$ cat config.mk
export PLATFORM = sky130hd
export DESIGN_NAME = axis_sample_gen
export DESIGN_NICKNAME = d
export VERILOG_FILES = /design/src/rtl/axis_sample_gen.sv
export SDC_FILE = /design/constraint.sdc
export NUM_CORES = 1
export LEC_CHECK = 0
export CORE_MARGIN = 2
export CORE_UTILIZATION = 40
export DETAILED_ROUTE_END_ITERATION = 12
export HOLD_SLACK_MARGIN = 0.05
export PLACE_DENSITY = 0.66
export REMOVE_ABC_BUFFERS = 1
export SYNTH_ARGS = -nofsm -noshare
export SYNTH_HDL_FRONTEND = slang
export SYNTH_SLANG_ARGS = --single-unit
$ cat constraint.sdc
create_clock -name sys_clk -period 6.35 [get_ports sys_clk]
set_input_delay 1.27 -clock sys_clk [delete_from_list [all_inputs] [get_ports sys_clk]]
set_output_delay 1.27 -clock sys_clk [all_outputs]
set_load 0.02 [all_outputs]
$ cat src/rtl/axis_sample_gen.sv
// AXI-Stream ramp source: one packet of base + i*step samples per accepted start.
// Define AXIS_SAMPLE_GEN_SUM_EN to add the gen_sum running-total output.
module axis_sample_gen #(
  parameter int DATA_WIDTH = 64,
  parameter int LEN_WIDTH  = 16
) (
  input  logic                  sys_clk,
  input  logic                  sys_rst,
  input  logic                  gen_start,
  input  logic [LEN_WIDTH-1:0]  gen_len,
  input  logic [DATA_WIDTH-1:0] gen_base,
  input  logic [DATA_WIDTH-1:0] gen_step,
  output logic                  gen_busy,
  output logic                  gen_done,
`ifdef AXIS_SAMPLE_GEN_SUM_EN
  output logic [DATA_WIDTH-1:0] gen_sum,
`endif
  output logic                  m_axis_tvalid,
  input  logic                  m_axis_tready,
  output logic [DATA_WIDTH-1:0] m_axis_tdata,
  output logic                  m_axis_tlast
);

  localparam logic [1:0] IDLE = 2'd0;
  localparam logic [1:0] SEND = 2'd1;
  localparam logic [1:0] DONE = 2'd2;

  logic [1:0]            state_q, state_d;
  logic [LEN_WIDTH-1:0]  len_q, len_d;
  logic [LEN_WIDTH-1:0]  idx_q, idx_d;
  logic [DATA_WIDTH-1:0] step_q, step_d;
  logic [DATA_WIDTH-1:0] tdata_q, tdata_d;
  logic                  tvalid_q, tvalid_d;
  logic                  tlast_q, tlast_d;
  logic                  busy_q, busy_d;
  logic                  done_q, done_d;
  logic [LEN_WIDTH-1:0]  idxNext;
  logic [LEN_WIDTH-1:0]  lenLast;
  logic                  beatXfer;

  assign idxNext  = idx_q + LEN_WIDTH'(1);
  assign lenLast  = len_q - LEN_WIDTH'(1);
  assign beatXfer = tvalid_q && m_axis_tready;

  // DONE is the last busy cycle; the done pulse is registered on leaving it.
  always_comb begin
    state_d  = state_q;
    len_d    = len_q;
    idx_d    = idx_q;
    step_d   = step_q;
    tdata_d  = tdata_q;
    tvalid_d = tvalid_q;
    tlast_d  = tlast_q;
    busy_d   = busy_q;
    done_d   = 1'b0;
    case (state_q)
      IDLE: begin
        if (gen_start) begin
          len_d  = gen_len;
          step_d = gen_step;
          idx_d  = '0;
          busy_d = 1'b1;
          if (gen_len != '0) begin
            state_d  = SEND;
            tvalid_d = 1'b1;
            tdata_d  = gen_base;
            tlast_d  = (gen_len == LEN_WIDTH'(1));
          end else begin
            state_d = DONE;
          end
        end
      end
      SEND: begin
        if (beatXfer) begin
          if (tlast_q) begin
            state_d  = DONE;
            tvalid_d = 1'b0;
            tlast_d  = 1'b0;
            tdata_d  = '0;
          end else begin
            tdata_d = tdata_q + step_q;
            idx_d   = idxNext;
            tlast_d = (idxNext == lenLast);
          end
        end
      end
      DONE: begin
        state_d = IDLE;
        busy_d  = 1'b0;
        done_d  = 1'b1;
      end
      default: begin
        state_d  = IDLE;
        tvalid_d = 1'b0;
        tlast_d  = 1'b0;
        tdata_d  = '0;
        busy_d   = 1'b0;
      end
    endcase
  end

  always_ff @(posedge sys_clk or posedge sys_rst) begin
    if (sys_rst) begin
      state_q  <= IDLE;
      len_q    <= '0;
      idx_q    <= '0;
      step_q   <= '0;
      tdata_q  <= '0;
      tvalid_q <= 1'b0;
      tlast_q  <= 1'b0;
      busy_q   <= 1'b0;
      done_q   <= 1'b0;
    end else begin
      state_q  <= state_d;
      len_q    <= len_d;
      idx_q    <= idx_d;
      step_q   <= step_d;
      tdata_q  <= tdata_d;
      tvalid_q <= tvalid_d;
      tlast_q  <= tlast_d;
      busy_q   <= busy_d;
      done_q   <= done_d;
    end
  end

`ifdef AXIS_SAMPLE_GEN_SUM_EN
  logic [DATA_WIDTH-1:0] sum_q, sum_d;

  // Running total of transferred beats, restarted by every accepted start.
  always_comb begin
    sum_d = sum_q;
    if (state_q == IDLE && gen_start) begin
      sum_d = '0;
    end else if (state_q == SEND && beatXfer) begin
      sum_d = sum_q + tdata_q;
    end
  end

  always_ff @(posedge sys_clk or posedge sys_rst) begin
    if (sys_rst) begin
      sum_q <= '0;
    end else begin
      sum_q <= sum_d;
    end
  end

  assign gen_sum = sum_q;
`endif

  assign gen_busy      = busy_q;
  assign gen_done      = done_q;
  assign m_axis_tvalid = tvalid_q;
  assign m_axis_tdata  = tdata_q;
  assign m_axis_tlast  = tlast_q;

endmodule
# After elaboration in Yosys (flattened, before gate mapping)
# Cells that the tools add are included.
# W data, S select, Z words.
# word_totals
mem_count	0
latch_bits	0
mem_bits_ro	0
register_bits	166
mem_bits_rw	0
in_bits	148
out_inout_bits	68
wordCells	60
# op_classes
reduce_logical	10
shift	0
n_bitwise	2
eq_ne	9
div	0
magnitude_cmp	0
muxes	27
mul	0
n_addsub	3
# ops
cell	count
$mux W64	4
$pmux W64 S3	1
$add A64 B64 Y64	1
$mux W16	3
$pmux W16 S2	1
$add A16 B1 Y16 const B	1
$eq A16 B1 Y1 const B	1
$eq A16 B16 Y1	1
$reduce_bool A16 Y1	1
$sub A16 B1 Y16 const B	1
$mux W1	10
$ne A2 B2 Y1 const B	5
$mux W2	4
$reduce_and A4 Y1	2
$pmux W1 S3	2
$reduce_and A5 Y1	1
$pmux W2 S2	1
$reduce_and A2 Y1	2
$reduce_and A3 Y1	1
$eq A2 B1 Y1 const B	1
$eq A2 B2 Y1 const B	1
$logic_not A2 Y1	1
$not A1 Y1	2
$pmux W1 S2	1
2 further kinds	2

# Depth between registers and ports, before layout
# depth
depth_word	5
ltp_mapped	13
depth_no_buf	13

# Least setup slack after synthesis
# Ideal clock, no wire load.
# synth_path
kind	register to register
start	reg tdata_q[0] (netlist: m_axis_tdata[0])
end	reg tdata_q[36] (netlist: m_axis_tdata[36])
arrival_ns	2.880
setup_slack_ns	3.349
t_required_ns	6.229
setup_ns	0.121
path_stages_with_launch	14
path_buffers	0
synth_period_minus_slack_ns	3.001
path_cell_list	dfrtp_1 ha_1 inv_1 fa_1 nand2b_1 a21oi_2 a21oi_4 o41ai_2 nor2_1 or2_1 o31ai_2 xnor2_1 o2bb2ai_1 a22o_1
# synth_between
elab_chain_cells	4
# synth_lines
item	line	rtl
start: declaration	32	logic [DATA_WIDTH-1:0] tdata_q, tdata_d;
start signal: assignment	118	tdata_q <= tdata_d;
$add A64 B64 Y64	81	tdata_d = tdata_q + step_q;
$mux W64	75	if (tlast_q) begin
$mux W64	74	if (beatXfer) begin
$pmux W64 S3	56	case (state_q)
# Every way passes these cells. The select of a mux whose other input is x is not followed.
# A chain may end at the register's enable or synchronous reset.

# Worst setup path after layout
# layout_path
start	in gen_len[2]
end	reg tdata_q[57] (netlist: m_axis_tdata[57])
# layout_between
elab_chain_cells	3
# layout_lines
item	line	rtl
start: declaration	10	input logic [LEN_WIDTH-1:0] gen_len,
$reduce_bool A16 Y1	63	if (gen_len != '0) begin
$ne A2 B2 Y1 (no line)	n/a	
$reduce_and A4 Y1 (no line)	n/a	
# Every way passes these cells.

==> results.py <==
metrics = {
    "status": {
        "status": "complete, no violations",
    },
    "synth": {
        "synth_area_leaders": "dfrtp_1, nand2_1, ha_1",
        "synth_area_um2": 11100,
        "synthFlopType": "dfrtp_1",
        "synth-edff-count": 0,
        "synth_area_per_cell_um2": 8.35,
        "ys_seq_area_share_pct": 37.5,
        "yosys.area.top_type": "dfrtp_1",
        "yosys_warnings": 0,
        "synthArstFlopShare_pct": 100,
        "synth_cell_types": 73,
        "syn_inst": 1326,
        "synth_top_area_share_pct": 37.5,
        "synth-seq-cells": 166,
    },
    "detailed_routing": {
        "post_drt_wl_per_cell_um": 18.0,
        "routed_wirelength_um": 33600,
        "drcViolationCount": 0,
        "postRouteAntennaNets": 0,
        "dr.pass1.iters": 5,
        "vias": 10300,
        "vias_per_cell": 5.56,
        "drt-initial-drc-count": 681,
    },
    "worst_setup_path": {
        "worst_ep_required_time_ns": 6.66,
        "reg2regPathDepth": 11,
        "crit_type": "input pin to flip-flop",
        "reg2reg_slack_ns": 2.87,
        "start_kind": "input pin",
        "crit_path_end_kind": "flip-flop",
        "crit_path_max_fanout": 31,
        "cp.arrival_ns": 4.26,
        "worstSetupStartpoint": "gen_len[2]",
        "critPathCapture": "m_axis_tdata[57]$_DFFE_PP0P_",
        "r2r_end": "m_axis_tdata[63]$_DFFE_PP0P_",
        "timing.rr.start": "m_axis_tdata[3]$_DFFE_PP0P_",
    },
    "floorplanning": {
        "die_y_um": 170,
        "rows": 60,
        "die_w_um": 170,
        "start_util_pct": 41.0,
        "num_io_pins": 216,
        "die-area_um2": 29000,
        "core_um2": 27000,
    },
    "timing": {
        "fin_setup_tns_ns": 0,
        "hold_violations": 0,
        "setup-violations-final": 0,
        "setup_ws_ns": 2.40,
        "finalClockSkew_ns": 0.0137,
        "finalCritPeriodShare_pct": 62.3,
        "tightest_slew_ns": 0.910,
        "max_freq_ghz": 0.253,
        "slew-limit-headroom_pct": 39.1,
        "rsz0062_at_grt": "false",
        "finalCriticalPeriod_ns": 3.95,
        "slew_viol_final": 0,
    },
    "final_layout": {
        "drive_gt1_share_pct": 5.07,
        "diodes": 0,
        "nets": 1721,
        "fillers": 2588,
        "multi_input_area_um2": 6590,
        "areaGrowthSynthToFinish_pct": 27.3,
        "final_area_um2": 14100,
        "seq_area_um2": 4150,
    },
    "place": {
        "dp_slack_ns": 1.93,
        "post_dp_cell_area_um2": 13500,
        "port_buffers": 215,
        "dp_hpwl_um": 24600,
        "place.gp.congestion": 0.911,
    },
    "global_routing": {
        "track_usage_pct": 23.4,
        "grt_max_degree": 80,
        "overflow": 0,
        "antenna_found_initial": 0,
        "grt_pass1_vias": 10100,
        "grt_pass1_wl_um": 53600,
    },
    "worst_hold_path": {
        "hold_class": "flip-flop to flip-flop",
        "worstHoldStart": "step_q[31]$_DFFE_PP0P_",
    },
    "clock_network": {
        "htree_levels": 4,
        "insertion_delay_ns": 0.43,
        "cts_tree": "done",
        "clock_sink_count": 166,
        "post_cts_resized": 0,
        "clk_pin_slew_worst_paths_ns": 0.07,
        "cts_buffer_depth": 2,
        "cts_buffers": 17,
        "post_cts_buffers": 0,
        "holdBufCountCts": 0,
        "clockRootBuffer": "clkbuf_16",
    },
    "pwr": {
        "finalPower_mw": 6.59,
        "p_leak_nw": 6.43,
        "irDropWorstVdd_uv": 199,
        "power.density_nw_per_um2": 468,
    },
    "job": {
        "drv_cap": 0,
    },
}
==> worst max-delay path, cell delays in order <==
cell and delay [ns]:
clkdlybuf4s50_1 0.43, nor4_1 0.32, nand4_1 0.19, nor2_1 0.32, a211oi_4 0.10, buf_4 0.28
nand2_2 0.38, buf_4 0.44, nor2_1 0.10, a222oi_1 0.31, nand2_1 0.08
==> routing by layer <==
metal  vias to the layer above  share of wire, %  global-route usage (%)  wire length (um)
li1                       5062                 -                       -                 -
met2                       287                46                    37.2             15300
met3                        33               5.4                    4.44              1800
met5                         -                 0                       0                 0
met4                         0               1.3                    5.02               433
met1                      4958                48                    33.1             16000
==> report_power, final <==
group	internal [mW]	switching, mW
sequential	1.42	0.330
combinational	1.73	2.10
clock	0.561	0.444
total	3.71	2.87
==> cell usage after synthesis, types with 4 or more instances <==
library cell  count
a21o_1           34
a21oi_1          77
a21oi_2           4
a22o_1           45
a22oi_1          32
a31oi_1           8
a32oi_1           6
and2_1            4
and3_1           13
buf_1             5
buf_2             4
clkbuf_1         57
dfrtp_1         166
ha_1             65
inv_1            25
mux2i_1           4
nand2_1         325
nand2b_1          8
nand3_1          21
nand4_1          14
nor2_1           71
nor2b_1          10
nor3_1           19
nor4_1           10
o21a_1            6
o21ai_0          79
o21ai_1          22
o21bai_1         12
o31ai_1          15
xnor2_1          68
xor2_1           27
==> cells by family after synthesis <==
logic type      synth area share (%)
simple gates                    20.2
fa+ha+maj                       7.53
xor+xnor                        7.52
flops                           37.5
buf+inv                         3.20
mux                            0.362
compound gates                  23.6
==> area by class of cell <==
class,instances,share of cell area [%]
sequential,166,29.5
clock inverter,10,0.702
inverter,27,0.755
clock buffer,21,3.27
multi-input combinational,1067,46.8
tap,341,3.03
timing repair buffer,228,16.0
==> worst min path at each step <==
stage | endpoint | slack, ns | cells after the start
floorplan | step_q[0]$_DFFE_PP0P_ | 0.45 | 2
global placement | step_q[32]$_DFFE_PP0P_ | 0.47 | 2
detailed placement | step_q[31]$_DFFE_PP0P_ | 0.47 | 2
CTS | step_q[31]$_DFFE_PP0P_ | 0.48 | 2
global route | step_q[48]$_DFFE_PP0P_ | 0.51 | 2
finish | step_q[31]$_DFFE_PP0P_ | 0.48 | 2
==> state kept, by name, indices dropped and copies added (netlist names) <==
signal	count
m_axis_tdata	64
step_q	64
idx_q	16
len_q	16
state_q	2
gen_busy	1
gen_done	1
m_axis_tlast	1
m_axis_tvalid	1
==> per-stage QoR <==
step / utilization (%) / hold WS, ns / instances
after detailed placement: 50.1 / 0.468 / 1829
final: 52.1 / 0.483 / 1860
after global routing: 52.1 / 0.508 / 1860
after floorplan: - / 0.450 / 1260
after global placement: 50.1 / 0.465 / 1829
after CTS: 52.1 / 0.484 / 1860
==> cell usage in the layout, fill, tap and decap left out, types with 5 or more instances in the layout <==
| cell type | n |
|---|---|
| and3_1 | 13 |
| dfrtp_1 | 166 |
| nand2b_1 | 8 |
| nor2b_1 | 10 |
| clkinvlp_4 | 5 |
| nand3_1 | 21 |
| a22o_1 | 45 |
| nor2_1 | 69 |
| a32oi_1 | 6 |
| nand2_1 | 323 |
| clkbuf_16 | 17 |
| a21o_1 | 34 |
| o21bai_1 | 12 |
| inv_1 | 24 |
| xor2_1 | 27 |
| nor4_1 | 10 |
| buf_4 | 13 |
| nor3_1 | 18 |
| xnor2_1 | 68 |
| a22oi_1 | 32 |
| o21a_1 | 6 |
| clkdlybuf4s50_1 | 215 |
| o21ai_1 | 21 |
| ha_1 | 65 |
| nand4_1 | 14 |
| a31oi_1 | 8 |
| a21oi_1 | 77 |
| o31ai_1 | 15 |
| o21ai_0 | 79 |
No activity file was read; power rests on OpenSTA's default activity.
